--- src/rtl/i2s_dac_tx.sv ---
`timescale 1ns/1ps
// I2S transmit serializer for the codec DAC line. It follows the codec-mastered BCLK/LRCLK
// and takes one stereo pair per frame from a single-entry valid/ready holding register.
module i2s_dac_tx #(
  parameter int SAMPLE_W    = 16,
  parameter int SYNC_STAGES = 2
) (
  input  logic                clk_48,
  input  logic                rst_n,
  input  logic                ac_bclk,
  input  logic                ac_lrclk,
  output logic                ac_sdata,
  input  logic [SAMPLE_W-1:0] s_left,
  input  logic [SAMPLE_W-1:0] s_right,
  input  logic                s_valid,
  output logic                s_ready,
  output logic                frame_start,
  output logic                underrun
);
  typedef enum logic {IDLE = 1'b0, RUN = 1'b1} state_t;

  state_t                 state_q, state_d;
  logic [SYNC_STAGES-1:0] bclk_sync_q, bclk_sync_d;
  logic [SYNC_STAGES-1:0] lrclk_sync_q, lrclk_sync_d;
  logic                   bclk_dly_q, bclk_dly_d;
  logic                   lrclk_cap_q, lrclk_cap_d;
  logic                   lr_prev_q, lr_prev_d;
  logic [SAMPLE_W-1:0]    hold_l_q, hold_l_d;
  logic [SAMPLE_W-1:0]    hold_r_q, hold_r_d;
  logic [SAMPLE_W-1:0]    right_buf_q, right_buf_d;
  logic [SAMPLE_W-1:0]    shift_q, shift_d;
  logic                   hold_full_q, hold_full_d;
  logic                   sdata_q, sdata_d;
  logic                   frame_start_q, frame_start_d;
  logic                   underrun_q, underrun_d;
  logic [SAMPLE_W-1:0]    word;
  logic                   bclk_s, lrclk_s, rise, fall, boundary;

  always_comb begin
    bclk_sync_d   = {bclk_sync_q[SYNC_STAGES-2:0], ac_bclk};
    lrclk_sync_d  = {lrclk_sync_q[SYNC_STAGES-2:0], ac_lrclk};
    bclk_s        = bclk_sync_q[SYNC_STAGES-1];
    lrclk_s       = lrclk_sync_q[SYNC_STAGES-1];
    bclk_dly_d    = bclk_s;
    rise          = bclk_s & ~bclk_dly_q;
    fall          = ~bclk_s & bclk_dly_q;
    lrclk_cap_d   = rise ? lrclk_s : lrclk_cap_q;
    boundary      = fall && (lrclk_cap_q != lr_prev_q);

    state_d       = state_q;
    lr_prev_d     = lr_prev_q;
    hold_l_d      = hold_l_q;
    hold_r_d      = hold_r_q;
    hold_full_d   = hold_full_q;
    right_buf_d   = right_buf_q;
    shift_d       = shift_q;
    sdata_d       = sdata_q;
    frame_start_d = 1'b0;
    underrun_d    = 1'b0;
    word          = '0;

    // Write and frame-start transfer are exclusive: a write needs the holding register empty.
    if (s_valid && !hold_full_q) begin
      hold_l_d    = s_left;
      hold_r_d    = s_right;
      hold_full_d = 1'b1;
    end

    if (fall) begin
      lr_prev_d = lrclk_cap_q;
      if (boundary && !lrclk_cap_q) begin
        frame_start_d = 1'b1;
        state_d       = RUN;
        if (hold_full_q) begin
          word        = hold_l_q;
          right_buf_d = hold_r_q;
          hold_full_d = 1'b0;
        end else begin
          right_buf_d = '0;
          underrun_d  = (state_q == RUN);
        end
        sdata_d = word[SAMPLE_W-1];
        shift_d = {word[SAMPLE_W-2:0], 1'b0};
      end else if (boundary) begin
        sdata_d = right_buf_q[SAMPLE_W-1];
        shift_d = {right_buf_q[SAMPLE_W-2:0], 1'b0};
      end else begin
        sdata_d = shift_q[SAMPLE_W-1];
        shift_d = {shift_q[SAMPLE_W-2:0], 1'b0};
      end
      // Until the first full frame start the line stays quiet, so no partial word leaks out.
      if (state_d == IDLE) begin
        sdata_d = 1'b0;
        shift_d = '0;
      end
    end
  end

  always_ff @(posedge clk_48 or negedge rst_n) begin
    if (!rst_n) begin
      state_q       <= IDLE;
      bclk_sync_q   <= '0;
      lrclk_sync_q  <= '0;
      bclk_dly_q    <= 1'b0;
      lrclk_cap_q   <= 1'b0;
      lr_prev_q     <= 1'b0;
      hold_l_q      <= '0;
      hold_r_q      <= '0;
      hold_full_q   <= 1'b0;
      right_buf_q   <= '0;
      shift_q       <= '0;
      sdata_q       <= 1'b0;
      frame_start_q <= 1'b0;
      underrun_q    <= 1'b0;
    end else begin
      state_q       <= state_d;
      bclk_sync_q   <= bclk_sync_d;
      lrclk_sync_q  <= lrclk_sync_d;
      bclk_dly_q    <= bclk_dly_d;
      lrclk_cap_q   <= lrclk_cap_d;
      lr_prev_q     <= lr_prev_d;
      hold_l_q      <= hold_l_d;
      hold_r_q      <= hold_r_d;
      hold_full_q   <= hold_full_d;
      right_buf_q   <= right_buf_d;
      shift_q       <= shift_d;
      sdata_q       <= sdata_d;
      frame_start_q <= frame_start_d;
      underrun_q    <= underrun_d;
    end
  end

  assign ac_sdata    = sdata_q;
  assign s_ready     = ~hold_full_q;
  assign frame_start = frame_start_q;
  assign underrun    = underrun_q;
endmodule

--- config.mk ---
export PLATFORM = sky130hd
export DESIGN_NAME = i2s_dac_tx
export DESIGN_NICKNAME = d
export VERILOG_FILES = /design/src/rtl/i2s_dac_tx.sv
export SDC_FILE = /design/constraint.sdc
export NUM_CORES = 1
export LEC_CHECK = 0
export ABC_AREA = 1
export CORE_MARGIN = 1.5
export CORE_UTILIZATION = 39
export DETAILED_ROUTE_END_ITERATION = 10
export SYNTH_ARGS = -nofsm -noshare
export SYNTH_HDL_FRONTEND = slang
export SYNTH_SLANG_ARGS = --single-unit
--- constraint.sdc ---
create_clock -name clk_48 -period 1.8 [get_ports clk_48]
set_clock_uncertainty 0.1 [all_clocks]
set_input_delay 0.45 -clock clk_48 [delete_from_list [all_inputs] [get_ports clk_48]]
set_output_delay 0.45 -clock clk_48 [all_outputs]
set_load 0.01 [all_outputs]
-- After elaboration in Yosys (flattened, before gate mapping)
Cells that the tools add are included.
- flip-flop bits (word level): 76
- word-level logic and storage cells: 45
- output and inout bits: 4
- input bits: 37
- equality and inequality tests: 1
- reductions and logical operators: 6
- bitwise operators: 5
- multiplexer cells: 19
- operators with widths (cell ; number):
    two-way mux 16 bit ; 5
    two-way mux 1 bit ; 14
    logical AND 1 bit ; 3
    NOT 1 bit ; 3
    AND 1 bit ; 2
    zero test 1 bit ; 2
    AND reduction 2 bit ; 1
    inequality test 1 bit ; 1

-- Depth between registers and ports, before layout
- depth in word-level cells: 7
- mapped depth: 9
- depth with buffers taken out: 8

-- Worst setup path after synthesis
Ideal clock, no wire load.
- kind: reg-to-reg
- start: register hold_full_q
- end: register hold_l_q[0]
- required time: 1.572 ns
- arrival time: 1.135 ns
- setup slack: 0.437 ns
- setup time: 0.128 ns
- path buffers: 2
- clock period less this slack: 1.363 ns
- cell stages (with the launch flop): 6
- cell sequence: dfrtp_1 > buf_6 > inv_4 > nand2_4 > buf_4 > mux2_1
- cells in the longest elaborated chain, start to end: 2
- RTL lines (what ; RTL line ; source):
    start: declaration ; 32 ; logic hold_full_q, hold_full_d;
    start signal: assignment ; 124 ; hold_full_q <= hold_full_d;
    zero test 1 bit ; 63 ; if (s_valid && !hold_full_q) begin
    logical AND 1 bit ; 63 ;
    end signal: assignment ; 122 ; hold_l_q <= hold_l_d;
    end: declaration ; 28 ; logic [SAMPLE_W-1:0] hold_l_q, hold_l_d;
No other way between the ends.
A chain may end at the register's enable or synchronous reset.

-- Final worst setup path
- start: register hold_full_q
- end: output s_ready
- cells in the longest elaborated chain, start to end: 1
- RTL lines (what ; RTL line ; source):
    NOT 1 bit ; 134 ; assign s_ready = ~hold_full_q;
    end: declaration ; 16 ; output logic s_ready,
No other way between the ends.

==> flow_metrics.py <==
metrics = {
    "cells_and_area": {
        "nNetsFinal": 426,
        "insertedDiodeCount": 0,
        "syn_to_final_growth_pct": 21.6,
        "drive_above_1_share": 0.122,
    },
    "floorplan": {
        "ioPinCount": 41,
        "core_area_sq_um": 8220,
        "start_util": 0.404,
        "chipHeight_microns": 95.3,
        "die-area_sq_um": 9080,
        "die_w_microns": 95.3,
        "num_rows": 33,
    },
    "clock_network": {
        "cts_hold_buffers": 0,
        "clock_tree.root_cell": "clkbuf_8",
        "cts_buffers": 9,
        "cts_setup_buffers": 0,
        "htree_levels": 3,
        "cts.reportedPaths.clkPinSlew_ns": 0.07,
        "tritoncts": "built",
        "clock-sinks": 75,
        "cts.path.max_buffers": 2,
        "clock_latency_ns": 0.34,
    },
    "yosys": {
        "avgSynthCellArea_sq_um": 9.68,
        "syn-num-nets": 380,
        "synth.largest_area_cell": "dfrtp_1",
        "synthXorXnorAreaFrac": 0,
        "synth-seq-area-share": 0.565,
        "yosysUniqueCellTypes": 24,
        "yosys_warnings": 0,
        "yosys.area_share.adder": 0,
        "synthMuxAreaShare": 0.0950,
        "synth.area.top_cells": "dfrtp_1 (57%), nand2_1 (16%), mux2_1 (7.1%)",
        "synth_top_area_frac": 0.565,
        "synth-compound-area-share": 0.0215,
        "synth-seq-cells": 75,
        "synth_top_family_by_area": "simple AND/OR/NAND/NOR gates",
        "syn_inst": 343,
        "synthSimpleGateAreaFrac": 0.248,
        "synth_area_sq_um": 3320,
    },
    "timing": {
        "slew_headroom": 0.713,
        "rsz0062_at_grt": "no",
        "min_period_ns": 1.67,
        "setup_viol": 0,
        "finalHoldViolations": 0,
        "slew_viol_final": 0,
        "setup-tns-final_ns": 0,
        "period_share": 0.926,
        "holdWs_ns": 0.0265,
        "tightest_slew_ns": 0.429,
        "fmax_mhz": 600,
    },
    "worst_setup_path": {
        "worstPathRequired_ns": 1.25,
        "critPathBufInv": 2,
        "arrival_ns": 1.12,
        "end_kind": "output pin",
        "slowest_stage": "dfrtp_1",
        "cpPeakStageDelay_ns": 0.40,
        "critPathTopFamily": "flip-flops",
        "critPathLaunchType": "flip-flop",
        "criticalPathCategory": "reg -> out",
        "path_max_fanout": 4,
        "cp_cell_sequence": "inv_4 > dlygate4sd2_1",
    },
    "detailed_routing": {
        "avgRoutedWirePerCell_microns": 12.9,
        "drt_first_pass_iters": 6,
        "drt_iter0_drc": 218,
        "ant_nets": 0,
        "viasPerCell": 4.75,
        "drc": 0,
        "vias": 2369,
        "drt-total-wl_microns": 6440,
    },
    "power_and_ir_drop": {
        "p_leak_nw": 2.07,
        "power.density_nw_per_um2": 1300,
        "ir_drop_uv": 675,
    },
    "grt": {
        "grt_usage": 0.162,
        "grt_max_degree": 76,
        "grt_antenna_before_repair": 0,
        "grt_pass1_wl_microns": 10900,
        "gr-total-overflow": 0,
        "first_global_vias": 2240,
    },
    "place": {
        "io_buffers": 40,
        "routabilityCongestion": 0.784,
        "hpwl_microns": 4300,
    },
    "run_status": {
        "status": "finished clean",
    },
    "run": {
        "max_cap_violations": 0,
    },
    "min_path": {
        "min_path_type": "in -> async",
    },
}
==> worst paths after layout <==
check	slack (ns)	start	endpoint	cells past startpoint
worst max-delay path	0.13	hold_full_q$_DFF_PN0_	s_ready	2
worst min-delay path	0.03	rst_n	hold_l_q[2]$_DFFE_PN0P_	2
worst min register to register	0.25	bclk_sync_q[0]$_DFF_PN0_	bclk_sync_q[1]$_DFF_PN0_	0
min in group clk_48	0.25	bclk_sync_q[0]$_DFF_PN0_	bclk_sync_q[1]$_DFF_PN0_	0
worst max register to register	0.32	lrclk_cap_q$_DFFE_PN0P_	shift_q[6]$_DFFE_PN0N_	7
max in group asynchronous	1.25	rst_n	underrun$_DFF_PN0_	2
==> placed cells by master, fill, tap and decap left out, drive strengths merged <==
| cell type | netlist | routed |
|---|---|---|
| dfrtp | 75 | 75 |
| dlygate4sd2 | 0 | 2 |
| clkdlybuf4s50 | 0 | 35 |
| nand4 | 16 | 16 |
| nor2 | 9 | 9 |
| inv | 26 | 26 |
| nand2 | 144 | 144 |
| nand3 | 16 | 16 |
| clkbuf | 1 | 14 |
| a21oi | 6 | 6 |
| nor3 | 1 | 1 |
| mux2 | 28 | 28 |
| buf | 15 | 12 |
| dlymetal6s2s | 0 | 2 |
| clkinv | 0 | 2 |
| o21ai | 6 | 6 |
==> flip-flops by register name (all words and copies together), names as in the netlist, 2 cells and up <==
| register | count |
|---|---|
| hold_r_q | 16 |
| right_buf_q | 16 |
| shift_q | 15 |
| hold_l_q | 16 |
| lrclk_sync_q | 2 |
| bclk_sync_q | 2 |
==> what timing repair did <==
item / in CTS / in global routing
pin swaps: 0 / 0
resized for setup: 2 / 2
setup endpoints to repair: 2 / 2
gates cloned: 0 / 0
==> worst register-to-register path: stages (launching register included) <==
cell and delay, ns:
dfrtp_1 0.49, inv_4 0.07, nand2_1 0.08, nand3_2 0.28, nand2_1 0.16, nand3_1 0.08
nand2_1 0.07, nand2_1 0.05
==> cell usage after synthesis (all sizes together) <==
library cell  instances
buf                  15
a21oi                 6
clkbuf                1
o21ai                 6
nor2                  9
nand2               144
mux2                 28
nand3                16
inv                  26
nand4                16
dfrtp                75
nor3                  1
==> metal layers <==
| metal | global-route usage | share of wire | vias to the layer above |
|---|---|---|---|
| li1 | - | - | 1180 |
| met1 | 0.229 | 0.50 | 1131 |
| met2 | 0.233 | 0.44 | 46 |
| met3 | 0.0407 | 0.039 | 12 |
| met4 | 0.0709 | 0.020 | 0 |
| met5 | 0 | 0 | - |
==> where the power goes <==
part / switching (mW) / internal (mW) / leakage [nW]
combinational: 0.739 / 0.692 / 1.05
sequential: 0.349 / 2.33 / 0.929
clock: 0.575 / 0.573 / 0.0905
==> per-stage QoR <==
step                      power (mW)  utilization  std cells  setup slack [ns]  cell area (sq um)
final                           5.26        0.491        499             0.134               4040
after CTS                       5.35        0.491        499            0.0284               4030
after global routing            5.68        0.491        499            0.0762               4040
after global placement          4.12        0.470        483            0.0800               3860
after floorplan                 3.70            -        343             0.437               3320
after detailed placement        4.18        0.470        483            0.0497               3860
==> final cells by class <==
cell class	instances	area, sq um
fill	752	4180
inverter	26	103
timing repair buffer	51	543
multi-input combinational	226	1210
clock buffer	14	163
clock inverter	2	10.0
tap	105	131
sequential	75	1880
==> kinds of logic (layout without fill, tap and decap cells) <==
family / Yosys count / count (layout)
multiplexers: 28 / 28
AND/OR/NAND/NOR: 186 / 186
flip-flops: 75 / 75
buffers and inverters: 42 / 93
AO/OA/AOI/OAI: 12 / 12
(Power assumes the default switching activity.)
